<file path="src/rtl/imem_port_arbiter.sv">
// Shares the byte-wide instruction-memory port between IF fetch (word read) and
// the program loader (word write); words are moved as four big-endian bytes.
module imem_port_arbiter #(
  parameter int ADDR_W    = 8,
  parameter int MEM_BYTES = 256
) (
  input  logic              clk,
  input  logic              rst,
  input  logic              fetch_req,
  input  logic [ADDR_W-1:0] fetch_addr,
  output logic              fetch_ready,
  output logic              fetch_valid,
  output logic [31:0]       fetch_instr,
  input  logic              load_req,
  input  logic [ADDR_W-1:0] load_addr,
  input  logic [31:0]       load_data,
  output logic              load_ready,
  output logic              load_done,
  output logic [ADDR_W-1:0] mem_addr,
  output logic              mem_we,
  output logic [7:0]        mem_wdata,
  input  logic [7:0]        mem_rdata,
  output logic              busy,
  output logic [3:0]        dbg_state_o
);

  if (MEM_BYTES != (1 << ADDR_W)) begin : g_size_check
    $error("imem_port_arbiter: MEM_BYTES must equal 2**ADDR_W");
  end

  localparam logic [3:0] IDLE = 4'd0;
  localparam logic [3:0] RD0  = 4'd1;
  localparam logic [3:0] RD1  = 4'd2;
  localparam logic [3:0] RD2  = 4'd3;
  localparam logic [3:0] RD3  = 4'd4;
  localparam logic [3:0] RDW  = 4'd5;
  localparam logic [3:0] WR0  = 4'd6;
  localparam logic [3:0] WR1  = 4'd7;
  localparam logic [3:0] WR2  = 4'd8;
  localparam logic [3:0] WR3  = 4'd9;
  localparam logic [3:0] DONE = 4'd10;

  localparam logic GRANT_FETCH = 1'b0;
  localparam logic GRANT_LOAD  = 1'b1;

  logic [3:0]        state_q, state_d;
  logic              last_grant_q;
  logic [ADDR_W-3:0] base_q;
  logic [31:0]       wdata_q;
  logic              op_rd_q;
  logic [23:0]       asm_q;
  logic [31:0]       fetch_instr_q;

  logic              idle;
  logic              grant_fetch;
  logic              grant_load;
  logic              rd_active;
  logic              wr_active;
  logic [1:0]        byte_idx;
  logic              unused_addr_lsbs;

  assign unused_addr_lsbs = ^{fetch_addr[1:0], load_addr[1:0]};

  // Handshake: a requester holds req/addr/data stable until its ready is high;
  // the word is accepted in that same cycle, ready is high only in IDLE, and on
  // a tie the requester that did not win last time is granted.
  assign idle        = (state_q == IDLE);
  assign grant_fetch = fetch_req && (!load_req || (last_grant_q == GRANT_LOAD));
  assign grant_load  = load_req && (!fetch_req || (last_grant_q == GRANT_FETCH));
  assign fetch_ready = rst && idle && grant_fetch;
  assign load_ready  = rst && idle && grant_load;

  always_comb begin
    state_d = state_q;
    case (state_q)
      IDLE: begin
        if (load_ready) begin
          state_d = WR0;
        end else if (fetch_ready) begin
          state_d = RD0;
        end
      end
      RD0:     state_d = RD1;
      RD1:     state_d = RD2;
      RD2:     state_d = RD3;
      RD3:     state_d = RDW;
      RDW:     state_d = DONE;
      WR0:     state_d = WR1;
      WR1:     state_d = WR2;
      WR2:     state_d = WR3;
      WR3:     state_d = DONE;
      DONE:    state_d = IDLE;
      default: state_d = IDLE;
    endcase
  end

  always_comb begin
    rd_active = 1'b0;
    wr_active = 1'b0;
    byte_idx  = 2'd0;
    case (state_q)
      RD0: begin rd_active = 1'b1; byte_idx = 2'd0; end
      RD1: begin rd_active = 1'b1; byte_idx = 2'd1; end
      RD2: begin rd_active = 1'b1; byte_idx = 2'd2; end
      RD3: begin rd_active = 1'b1; byte_idx = 2'd3; end
      WR0: begin wr_active = 1'b1; byte_idx = 2'd0; end
      WR1: begin wr_active = 1'b1; byte_idx = 2'd1; end
      WR2: begin wr_active = 1'b1; byte_idx = 2'd2; end
      WR3: begin wr_active = 1'b1; byte_idx = 2'd3; end
      default: begin
        rd_active = 1'b0;
        wr_active = 1'b0;
        byte_idx  = 2'd0;
      end
    endcase
  end

  // The aligned base keeps base+k inside the word, so the index is just appended.
  always_comb begin
    mem_addr  = '0;
    mem_we    = 1'b0;
    mem_wdata = 8'h00;
    if (rd_active || wr_active) begin
      mem_addr = {base_q, byte_idx};
    end
    if (wr_active) begin
      mem_we = 1'b1;
      case (byte_idx)
        2'd0:    mem_wdata = wdata_q[31:24];
        2'd1:    mem_wdata = wdata_q[23:16];
        2'd2:    mem_wdata = wdata_q[15:8];
        default: mem_wdata = wdata_q[7:0];
      endcase
    end
  end

  always_ff @(posedge clk or negedge rst) begin
    if (!rst) begin
      state_q       <= IDLE;
      last_grant_q  <= GRANT_FETCH;
      base_q        <= '0;
      wdata_q       <= '0;
      op_rd_q       <= 1'b0;
      asm_q         <= '0;
      fetch_instr_q <= '0;
    end else begin
      state_q <= state_d;
      if (load_ready) begin
        base_q       <= load_addr[ADDR_W-1:2];
        wdata_q      <= load_data;
        op_rd_q      <= 1'b0;
        last_grant_q <= GRANT_LOAD;
      end else if (fetch_ready) begin
        base_q       <= fetch_addr[ADDR_W-1:2];
        op_rd_q      <= 1'b1;
        last_grant_q <= GRANT_FETCH;
      end
      // Read data lags the address by one cycle, so byte 0 arrives during RD1.
      if ((state_q == RD1) || (state_q == RD2) || (state_q == RD3)) begin
        asm_q <= {asm_q[15:0], mem_rdata};
      end
      if (state_q == RDW) begin
        fetch_instr_q <= {asm_q, mem_rdata};
      end
    end
  end

  assign fetch_valid = (state_q == DONE) && op_rd_q;
  assign load_done   = (state_q == DONE) && !op_rd_q;
  assign fetch_instr = fetch_instr_q;
  assign busy        = !idle;
  assign dbg_state_o = state_q;

endmodule

</file>
<file path="config.mk">
export PLATFORM = sky130hd
export DESIGN_NAME = imem_port_arbiter
export DESIGN_NICKNAME = d
export VERILOG_FILES = /design/src/rtl/imem_port_arbiter.sv
export SDC_FILE = /design/constraint.sdc
export NUM_CORES = 1
export LEC_CHECK = 0
export ABC_AREA = 1
export CAP_MARGIN = 0
export CORE_AREA = 2 2 108 110
export DETAILED_ROUTE_END_ITERATION = 8
export DIE_AREA = 0 0 110 112
export PLACE_DENSITY = 0.67
export SYNTH_ARGS = -nofsm -noshare
export SYNTH_HDL_FRONTEND = slang
export SYNTH_SLANG_ARGS = --single-unit
</file>
<file path="constraint.sdc">
create_clock -name clk -period 1.9 [get_ports clk]
set_clock_uncertainty 0.2 [all_clocks]
set_input_delay 0.285 -clock clk [delete_from_list [all_inputs] [get_ports clk]]
set_output_delay 0.285 -clock clk [all_outputs]
set_load 0.02 [all_outputs]
</file>
Yosys cells after proc, flatten, opt, wreduce, memory -nomap -nowiden
Index checks and enable logic that the tools add are counted.
- flip-flop bits (word level): 100
- input port bits: 60
- output and inout bits: 58
- logic and storage cells: 62
- equal/unequal tests: 13
- multiplexer cells: 16
- bitwise logic cells: 1
- reduce and logical (&&, ||, !) cells: 25
- operators by type and width (operator ; number):
    $pmux 4 s9 ; 1
    $pmux 8 s3 ; 1
    $eq 4x3->1 const B ; 4
    $mux 8 ; 2
    $eq 4x4->1 const B ; 3
    $mux 6 ; 2
    $eq 4x2->1 const B ; 2
    $mux 4 ; 2
    $reduce_or 2->1 ; 4
    $reduce_or 4->1 ; 2
    $logic_and 1x1->1 ; 7
    $mux 1 ; 7
    $pmux 2 s3 ; 1
    $logic_or 1x1->1 ; 5
    $eq 4x1->1 const B ; 1
    $logic_not 1->1 ; 4
    $logic_not 4->1 ; 1
    $ne 3x3->1 const B ; 1
    $eq 2x1->1 const B ; 1
    $eq 2x2->1 const B ; 1
    $logic_not 2->1 ; 1
    $reduce_bool 2->1 ; 1
    $not 1->1 ; 1

Longest topological paths before layout
- depth in word-level cells: 7
- depth in mapped cells: 10
- mapped depth without buffers: 8

Least setup slack after synthesis
OpenSTA, ideal clock, no wires.
- kind: reg-to-output
- start point: register state_q[2], in the netlist dbg_state_o[2]
- end point: output mem_wdata[6]
- arrival: 1.632 ns
- data required time: 1.415 ns
- slack: -0.217 ns
- stages on the path, launching flop included: 9
- path buffers: 1
- cell sequence: dfrtp_1 > nor2_1 > nand2_1 > nor2_1 > nor2_4 > buf_2 > nand3_1 > nor2_1 > nor2_1
- cells in the longest elaborated chain, start to end: 6
- elaborated cells on any way between the ends: 18
- those cells by class: 9 x eq/ne; 4 x mux; 5 x reduce/logical
- ends and longest elaborated chain (what ; RTL line ; source):
    from (decl) ; 46 ; logic [3:0] state_q, state_d;
    from (signal assigned) ; 147 ; state_q <= state_d;
    $eq 4x3->1, or another cell as far along ; 101 ; case (state_q)
    $reduce_or 2->1 (no source line) ; n/a ;
    $pmux 2 s3 ; 101 ;
    $eq 2x2->1, or another cell as far along ; 128 ; case (byte_idx)
    $pmux 8 s3 ; 128 ;
    $mux 8 * ; 126 ; if (wr_active) begin
    to (decl) ; 21 ; output logic [7:0] mem_wdata,
Every way passes the cells marked *; elsewhere a longest branch is shown, timed or not.

Worst setup path after layout
- start point: register state_q[3], in the netlist dbg_state_o[3]
- end point: output mem_wdata[2]
The elaborated chain is that of the path after synthesis.

==> reports/metrics.cfg <==
[synth]
synth_compound_area_share_pct=9.92
synthSimpleGateAreaFrac_pct=24.1
synth-seq-cells=100
synthMuxAreaShare_pct=0
syn_nets=569
syn_inst=509
ys_warn_count=0
avgSynthCellArea_um2=8.52
synth_top_family_by_area=simple AND/OR/NAND/NOR gates
synth_adder_area_share_pct=0
synth-xor-area-share_pct=0
yosysUniqueCellTypes=25
ys_seq_area_share_pct=57.7
netlist_area_um2=4340

[outcome]
outcome=finished with violations
violations=negative setup slack

[timing]
worst_slack_ns=-0.422
holdWs_ns=0.245
finalCritPeriodShare_pct=122
drv_slew=0
setup_viol=22
fmax_ghz=0.431
tightest_slew_ns=0.590
final_hold_viol_count=0
min_period_ns=2.32
rsz0062_at_grt=true
fin_tns_setup_ns=-6.11
maxSlewHeadroom_pct=60.7

[job]
drv_cap=0

[layout]
n_antenna_cell=0
syn_to_final_growth_pct=48.7
drive_gt1_share_pct=22.0
fin_nets=714
final_cells=802

[place]
placed_cells=774
gp_congestion=0.846
hpwl_um=7740
port_buffers=113

[setup_path]
crit_path_max_incr_delay_ns=0.49
critPathMaxFanout=17
r2r_cells=8
required_ns=1.41
cp.arrival_ns=1.84
cp-start-kind=register
cp_slowest_cell=dfrtp_2
crit_path_end_kind=primary output
crit_chain=nor2_4 > nand2_2 > nand3_2 > buf_12 > nand2_1 > nand3_1 > nor2_1 > nor2_2 > buf_6
critical_path_buf_inv_count=2
crit_type=register to primary output
critPathTopFamily=simple AND/OR/NAND/NOR gates
worst-path-stages=9

[global_route]
grt_overflow_total=0
antenna_found_initial=0
grt_usage_pct=18.6
grt_max_degree=67
grt_pass1_vias=3825
grt_pass1_wl_um=18000

[route]
wirelength_um=11700
vias_per_cell=4.81
drc_errors=0
ant_nets=0
num_vias=3860
drt_pass1_iterations=5
drt-initial-drc-count=200
wire_per_inst_um=14.5

[floorplanning]
fp.dieW_um=110
num_rows=39
coreArea_um2=11200
ios=118
initial_core_util_pct=38.8
die-area_um2=12300
die_y_um=112

[pwr]
clkPwrFrac_pct=15.5
peakVddDrop_mv=0.700
p_per_area_nw_per_um2=1790
leakage_nw=3.08
comb_power_share_pct=52.1
switching_share_pct=41.1
sequentialPowerShare_pct=32.4
power.internal_mw=6.79
p_total_mw=11.5
p_sw_mw=4.74

[clocking]
root_buffer=clkbuf_16
ctsLongestPathBuffers=2
cts_buffers=9
cts.sinks=100
clk_pin_slew_ns=0.07
clk_latency_ns=0.34
htree_levels=3
tritoncts=done

[hold_path]
hp-class=input port to asynchronous set/reset pin

[synthesized netlist by cell type]
| cell type | instances | area, µm² |
|---|---|---|
| buf_2 | 9 | 45.0 |
| inv_1 | 46 | 173 |
| o21ai_2 | 5 | 43.8 |
| clkbuf_1 | 4 | 15.0 |
| a21oi_4 | 1 | 16.3 |
| inv_2 | 3 | 11.3 |
| o21ai_1 | 1 | 5.00 |
| dfrtp_1 | 100 | 2500 |
| nor2_4 | 2 | 22.5 |
| buf_12 | 1 | 20.0 |
| nand2_2 | 4 | 25.0 |
| buf_6 | 6 | 67.6 |
| buf_4 | 1 | 7.51 |
| o21ai_0 | 62 | 310 |
| clkinv_1 | 1 | 3.75 |
| nor2_2 | 4 | 25.0 |
| o211ai_1 | 6 | 45.0 |
| a21oi_1 | 2 | 10.0 |
| nand4_1 | 1 | 6.26 |
| buf_8 | 1 | 15.0 |
| nand3_1 | 13 | 65.1 |
| nand2_1 | 194 | 728 |
| nor3_1 | 9 | 45.0 |
| nand3_2 | 1 | 10.0 |
| nor2_1 | 32 | 120 |
[stage by stage]
stage	cell area, µm²	utilization (%)	setup WS [ns]
after global placement	5780	51.7	-0.530
after floorplan	4390	-	-0.0172
after CTS	6230	55.7	-0.381
after detailed placement	5780	51.7	-0.557
final	6450	57.7	-0.422
after global routing	6450	57.7	-0.525
[worst min-delay path, stage by stage]
cell and delay [ns]:
buf_4 0.10, dlygate4sd3_1 0.58, buf_4 0.16
[cells by family after synthesis]
kind of cell,after synthesis
AND/OR/NAND/NOR,260
AO/OA/AOI/OAI,77
buffers and inverters,72
flip-flops,100
[cell type report]
class	count	area, µm²
fill	1006	4720
sequential	100	2510
multi-input combinational	338	1680
timing repair buffer	155	1600
clock buffer	10	239
inverter	50	196
tap	143	179
clock inverter	6	53.8
[registers in the layout, summed over array words and instances, names as in the netlist]
signal        cells
fetch_instr      32
dbg_state_o       4
last_grant_q      1
wdata_q          32
base_q            6
asm_q            24
op_rd_q           1
[path summary, 6_finish.rpt]
kind,startpoint,end,slack [ns]
worst max-delay path,dbg_state_o[3]$_DFFE_PN0P_,mem_wdata[2],-0.42
worst min-delay path,rst,base_q[5]$_DFFE_PN0P_,0.24
worst max register to register,dbg_state_o[3]$_DFFE_PN0P_,wdata_q[31]$_DFFE_PN0P_,0.07
worst min register to register,asm_q[11]$_DFFE_PN0P_,asm_q[19]$_DFFE_PN0P_,0.28
max in group asynchronous,rst,wdata_q[26]$_DFFE_PN0P_,0.25
min in group clk,load_data[6],wdata_q[6]$_DFFE_PN0P_,0.27
[per-layer routing]
layer  up-vias  global-route usage, %  part of all wire [%]  wire [µm]
li1       1870                      -                     -          -
met1      1872                   24.3                    43       5030
met2       109                   31.2                    50       5860
met3         9                   3.16                   5.3        621
met4         0                   6.08                   1.2        144
met5         -                      0                     0          0
[cells in the final DEF (no fill, tap or decap), drive strengths merged]
| cell | synthesis | layout |
|---|---|---|
| clkinvlp | 0 | 2 |
| nand4 | 1 | 1 |
| a21oi | 3 | 3 |
| o21ai | 68 | 68 |
| nor2 | 38 | 38 |
| clkdlybuf4s50 | 0 | 86 |
| dfrtp | 100 | 100 |
| dlygate4sd3 | 0 | 1 |
| inv | 49 | 52 |
| nand3 | 14 | 14 |
| dlygate4sd2 | 0 | 3 |
| nor3 | 9 | 9 |
| o211ai | 6 | 6 |
| buf | 18 | 60 |
| clkbuf | 4 | 14 |
| nand2 | 198 | 199 |
| clkinv | 1 | 2 |
| clkdlybuf4s15 | 0 | 1 |
[power groups by stage]
stage | Sequential, mW | Combinational (mW) | Clock, mW
3_3_place_gp | 3.69 | 5.13 | 0
5_1_grt | 3.83 | 6.58 | 1.91
6_report | 3.74 | 6.00 | 1.78
4_1_cts | 3.72 | 5.66 | 1.83
2_1_floorplan | 4.02 | 2.77 | 0
3_5_place_dp | 3.72 | 5.24 | 0
[timing repair]
action / CTS / global route
gates resized for setup: 150 / 40
pin swaps: 7 / 8
buffers inserted: 5 / 2
gates cloned: 1 / 4
endpoints found under the hold margin: 34 / 0
endpoints found under the setup margin: 53 / 135
hold buffers: 1 / 0
Note: power is estimated with default switching activity, not from simulation.
